--- src/rtl/tea_ptxt_packer.sv ---
// Packs a byte stream into 64-bit plaintext blocks and assembles a 128-bit key
// from four 32-bit words, presenting both to a downstream TEA encryptor.
module tea_ptxt_packer #(
  parameter logic [7:0] PAD_BYTE = 8'h00
) (
  input  logic         clk,
  input  logic         rst,
  input  logic [7:0]   byte_in,
  input  logic         byte_valid,
  input  logic         byte_last,
  output logic         byte_ready,
  input  logic [31:0]  key_word,
  input  logic         key_word_valid,
  output logic         key_word_ready,
  output logic [63:0]  ptxt_blk,
  output logic         ptxt_valid,
  output logic [127:0] key,
  output logic         key_valid,
  output logic         blk_last,
  output logic [15:0]  blk_count
);

  typedef enum logic [1:0] {
    FILL = 2'd0,
    PEND = 2'd1,
    EMIT = 2'd2
  } state_t;

  state_t         state_q, state_d;
  logic [2:0]     cnt_q, cnt_d;
  logic [63:0]    blk_q, blk_d;
  logic           last_q, last_d;
  logic [15:0]    bcnt_q, bcnt_d;
  logic           pvld_q, pvld_d;
  logic [127:0]   key_q, key_d;
  logic [1:0]     kcnt_q, kcnt_d;
  logic           kvld_q, kvld_d;

  logic           byte_xfer;
  logic           key_xfer;
  logic           blk_done;
  logic           key_ok;

  assign byte_ready     = (state_q == FILL);
  assign key_word_ready = (state_q != EMIT);
  assign byte_xfer      = byte_valid && byte_ready;
  assign key_xfer       = key_word_valid && key_word_ready;
  assign blk_done       = byte_xfer && ((cnt_q == 3'd7) || byte_last);
  // A key restart in the same cycle invalidates the key, so it must not be emitted.
  assign key_ok         = kvld_q && kvld_d;

  always_comb begin
    key_d  = key_q;
    kcnt_d = kcnt_q;
    kvld_d = kvld_q;
    if (key_xfer) begin
      if (kvld_q) begin
        key_d[127:96] = key_word;
        kcnt_d        = 2'd1;
        kvld_d        = 1'b0;
      end else begin
        key_d[127 - 32*int'(kcnt_q) -: 32] = key_word;
        kcnt_d = kcnt_q + 2'd1;
        kvld_d = (kcnt_q == 2'd3);
      end
    end
  end

  always_comb begin
    state_d = state_q;
    cnt_d   = cnt_q;
    blk_d   = blk_q;
    last_d  = last_q;
    bcnt_d  = bcnt_q;
    case (state_q)
      FILL: begin
        if (byte_xfer) begin
          blk_d[63 - 8*int'(cnt_q) -: 8] = byte_in;
          if (blk_done) begin
            last_d  = byte_last;
            state_d = key_ok ? EMIT : PEND;
          end else begin
            cnt_d = cnt_q + 3'd1;
          end
        end
      end
      PEND: begin
        if (key_ok) begin
          state_d = EMIT;
        end
      end
      EMIT: begin
        state_d = FILL;
        cnt_d   = 3'd0;
        blk_d   = {8{PAD_BYTE}};
        last_d  = 1'b0;
        bcnt_d  = bcnt_q + 16'd1;
      end
      default: begin
        state_d = FILL;
      end
    endcase
  end

  assign pvld_d = (state_d == EMIT);

  always_ff @(posedge clk or posedge rst) begin
    if (rst) begin
      state_q <= FILL;
      cnt_q   <= 3'd0;
      blk_q   <= {8{PAD_BYTE}};
      last_q  <= 1'b0;
      bcnt_q  <= 16'd0;
      pvld_q  <= 1'b0;
      key_q   <= 128'd0;
      kcnt_q  <= 2'd0;
      kvld_q  <= 1'b0;
    end else begin
      state_q <= state_d;
      cnt_q   <= cnt_d;
      blk_q   <= blk_d;
      last_q  <= last_d;
      bcnt_q  <= bcnt_d;
      pvld_q  <= pvld_d;
      key_q   <= key_d;
      kcnt_q  <= kcnt_d;
      kvld_q  <= kvld_d;
    end
  end

  assign ptxt_blk   = blk_q;
  assign ptxt_valid = pvld_q;
  assign blk_last   = last_q;
  assign blk_count  = bcnt_q;
  assign key        = key_q;
  assign key_valid  = kvld_q;

endmodule

--- config.mk ---
export PLATFORM = sky130hd
export DESIGN_NAME = tea_ptxt_packer
export DESIGN_NICKNAME = d
export VERILOG_FILES = /design/src/rtl/tea_ptxt_packer.sv
export SDC_FILE = /design/constraint.sdc
export NUM_CORES = 1
export LEC_CHECK = 0
export BUFFER_PORTS_ARGS = -buffer_cell sky130_fd_sc_hd__buf_2
export CAP_MARGIN = 20
export CORE_MARGIN = 10
export CORE_UTILIZATION = 30
export CTS_CLUSTER_DIAMETER = 150
export DETAILED_ROUTE_END_ITERATION = 8
export GPL_ROUTABILITY_DRIVEN = 0
export PLACE_DENSITY = 0.5
export SYNTH_ARGS = -nofsm -noshare
export SYNTH_HDL_FRONTEND = slang
export SYNTH_SLANG_ARGS = --single-unit
--- constraint.sdc ---
create_clock -name clk -period 7.9 [get_ports clk]
set_clock_uncertainty 0.05 [all_clocks]
set_input_delay 0.395 -clock clk [delete_from_list [all_inputs] [get_ports clk]]
set_output_delay 0.395 -clock clk [all_outputs]
set_load 0.01 [all_outputs]
==> flow_summary.toml <==
[status]
status = "complete, no violations"

[placement]
io_buffer_count = 257
dp_hpwl_um = 20420

[cts]
clock_path_buffers = 3
numCtsBuffers = 26
h-tree-depth = 1
post-cts-setup-buffers = 0
worstSkewPairLatency_ps = 530
cts_resized = 0
clkSinkCount = 218
tritoncts = "built"
hold_buffers = 1
clk_pin_slew_ps = 60
cts_root_buf = "clkbuf_16"

[run]
drv_cap = 0

[setup_path]
end_kind = "flop"
rrSetupSlack_ps = 5230
reg2regPathDepth = 5
cp.arrival_ps = 3070
worstPathRequired_ps = 8300
cp-start-kind = "flop"
r2r-end = "key[123]$_DFFE_PP0P_"
crit_type = "flop to flop"
r2r_start = "state_q[1]$_DFF_PP0_"
crit_path_max_fanout = 33

[sta]
tightest_slew_ps = 1037
max_freq_ghz = 0.3739
hold_violations = 0
layout_min_cycle_time_ps = 2675
relSlewSlack_pct = 30.53
setup_viol = 0
period_share_pct = 33.86
rsz0062_at_grt = "no"
drv_slew = 0
hold_ws_ps = 81.11
tns_ps = 0

[synth]
syn_area_um2 = 9057
avgSynthCellArea_um2 = 10.26
synth-edff-count = 0
synth_cells = 883
synthArstFlopShare_pct = 100.0
netlist-cell-type-count = 42
seq_area_frac_synth_pct = 60.23
ys.flop_type = "dfrtp_1"
ys_warn_count = 0
ys_ff_latch = 218
synth_nets = 939

[power]
vdd_drop_max_mv = 0.1800
pwr-share-seq_pct = 39.7
p_clk_share_pct = 29.1
p_comb_share_pct = 31.3
leakage_uw = 0.005842
p_sw_uw = 1561
powerDensity_nw_per_um2 = 368.8
p_int_uw = 2686
p_sw_share_pct = 36.76

[cells_and_area]
final.fill_count = 2983
antennaDiodeCount = 0
post-route-util_pct = 38.75
nets = 1174
area_growth_pct = 27.13
layout-drive-gt1-share_pct = 28.65

[min_path]
min_to = "key[105]$_DFFE_PP0P_"
min_path_type = "primary input to flop"
min_from = "key_word[9]"
hold_path_depth = 2

[routing]
avgViaCountPerCell = 4.727
num_vias = 7223
drtPass1Iterations = 4
antenna_left = 0
route.detailed.drc = 0
initialDrtViolationCount = 452
totalWireLength_um = 29100
wire_per_inst_um = 19.05

[global_route]
grt_antenna_before_repair = 0
grt_pass1_wl_um = 45570
grt_max_degree = 88
grt_overflow = 0
grt_pass1_vias = 7266
grt_usage_pct = 14.85

[floorplan]
die_h_um = 193.8
design.core.area_um2 = 29720
initial_core_util_pct = 30.48
die-area_um2 = 37540
pin_count = 258
die_w_um = 193.8
num_rows = 63
cell usage in the layout, fill, tap and decap left out, drive strengths merged, types with 2 or more instances in the layout:
| cell type | instances |
|---|---|
| nor4b | 4 |
| a211oi | 3 |
| clkinv | 6 |
| inv | 109 |
| o21ai | 107 |
| xnor2 | 13 |
| nand2 | 79 |
| a21oi | 34 |
| nor4 | 4 |
| nand4 | 2 |
| clkbuf | 37 |
| nor3 | 3 |
| ha | 11 |
| and2 | 4 |
| nor2 | 16 |
| buf | 266 |
| a22o | 48 |
| dfrtp | 218 |
| bufinv | 3 |
| nand3 | 150 |
| a31oi | 2 |
| xor2 | 3 |
| nand2b | 2 |
| and4 | 3 |
per-stage QoR:
step | std cells | power, µW | cell area (µm²) | setup WS [ps]
CTS | 1527 | 4327 | 11490 | 4413
finish | 1528 | 4246 | 11510 | 5225
floorplan | 883 | 2445 | 9057 | 1491
detailed placement | 1478 | 3064 | 10600 | 4446
global placement | 1478 | 3048 | 10600 | 4511
global route | 1528 | 4529 | 11510 | 5008
sequential cells by signal (all words and copies together) (netlist names), named ones only:
signal	cells
key	128
kcnt_q	2
blk_last	1
state_q	2
ptxt_blk	64
cnt_q	3
ptxt_valid	1
blk_count	16
cell usage after synthesis, types with 3 or more instances:
cell type / n / area (µm²)
buf_6: 7 / 78.83
o21ai_1: 16 / 80.08
ha_1: 11 / 137.6
dfrtp_1: 218 / 5455
o21ai_0: 91 / 455.4
a22o_1: 48 / 420.4
clkbuf_2: 13 / 65.06
a211oi_1: 3 / 22.52
buf_2: 11 / 55.05
nor4b_4: 3 / 71.32
a21oi_1: 34 / 170.2
nand2_1: 79 / 296.5
and4_1: 3 / 26.28
nand3_1: 150 / 750.7
nor2_1: 15 / 56.30
and2_1: 4 / 25.02
xnor2_1: 13 / 113.9
clkbuf_1: 26 / 97.59
inv_1: 106 / 397.9
xor2_1: 3 / 26.28
cell families (layout without fill, tap and decap cells):
logic type | Yosys count | after routing | synth area share (%)
DFF | 218 | 218 | 60.23
AOI/OAI and AO/OA | 198 | 198 | 13.33
xor gates and xnor gates | 16 | 16 | 1.547
and+or+nand+nor | 272 | 272 | 15.42
buffers and inverters | 168 | 423 | 7.957
adders and majority gates | 11 | 11 | 1.520
worst max path at each step:
| stage | startpoint | endpoint | slack, ps | cells past startpoint |
|---|---|---|---|---|
| after global placement | state_q[1]$_DFF_PP0_ | key[106]$_DFFE_PP0P_ | 4510 | 5 |
| after detailed placement | state_q[1]$_DFF_PP0_ | key[123]$_DFFE_PP0P_ | 4450 | 5 |
| final | state_q[1]$_DFF_PP0_ | key[123]$_DFFE_PP0P_ | 5230 | 5 |
| after floorplan | rst | asynchronous set/reset pin | 1490 | 1 |
| after global routing | state_q[1]$_DFF_PP0_ | key[125]$_DFFE_PP0P_ | 5010 | 5 |
| after CTS | state_q[1]$_DFF_PP0_ | key[123]$_DFFE_PP0P_ | 4410 | 5 |
cell type report:
cell class / count / area (µm²) / area share (%)
sequential: 218 / 5455 / 47.38
clock inverter: 11 / 140.1 / 1.217
multi-input combinational: 497 / 2899 / 25.18
clock buffer: 37 / 743.2 / 6.454
timing repair buffer: 267 / 1376 / 11.95
inverter: 108 / 412.9 / 3.586
tap: 390 / 488.0 / 4.238
routing by layer:
metal | global-route usage [%] | routed length (µm) | vias to the layer above
met2 | 23.43 | 13650 | 205
met1 | 20.40 | 13340 | 3534
li1 | - | - | 3450
met5 | 0 | 0 | -
met4 | 3.462 | 476 | 0
met3 | 3.077 | 1637 | 34
power by group through the flow:
stage	Sequential, µW	Combinational (µW)	Clock [µW]
finish	1680	1330	1230
global route	1730	1480	1320
floorplan	1790	651	0
global placement	1700	1350	0
CTS	1690	1370	1270
detailed placement	1700	1360	0
critical path: stages, from the launching register on:
cell      delay [ps]
dfrtp_1          520
nor2b_4          230
inv_2            300
o211ai_4         420
nor2_4           810
a22o_1           240
(Power assumes the default switching activity.)
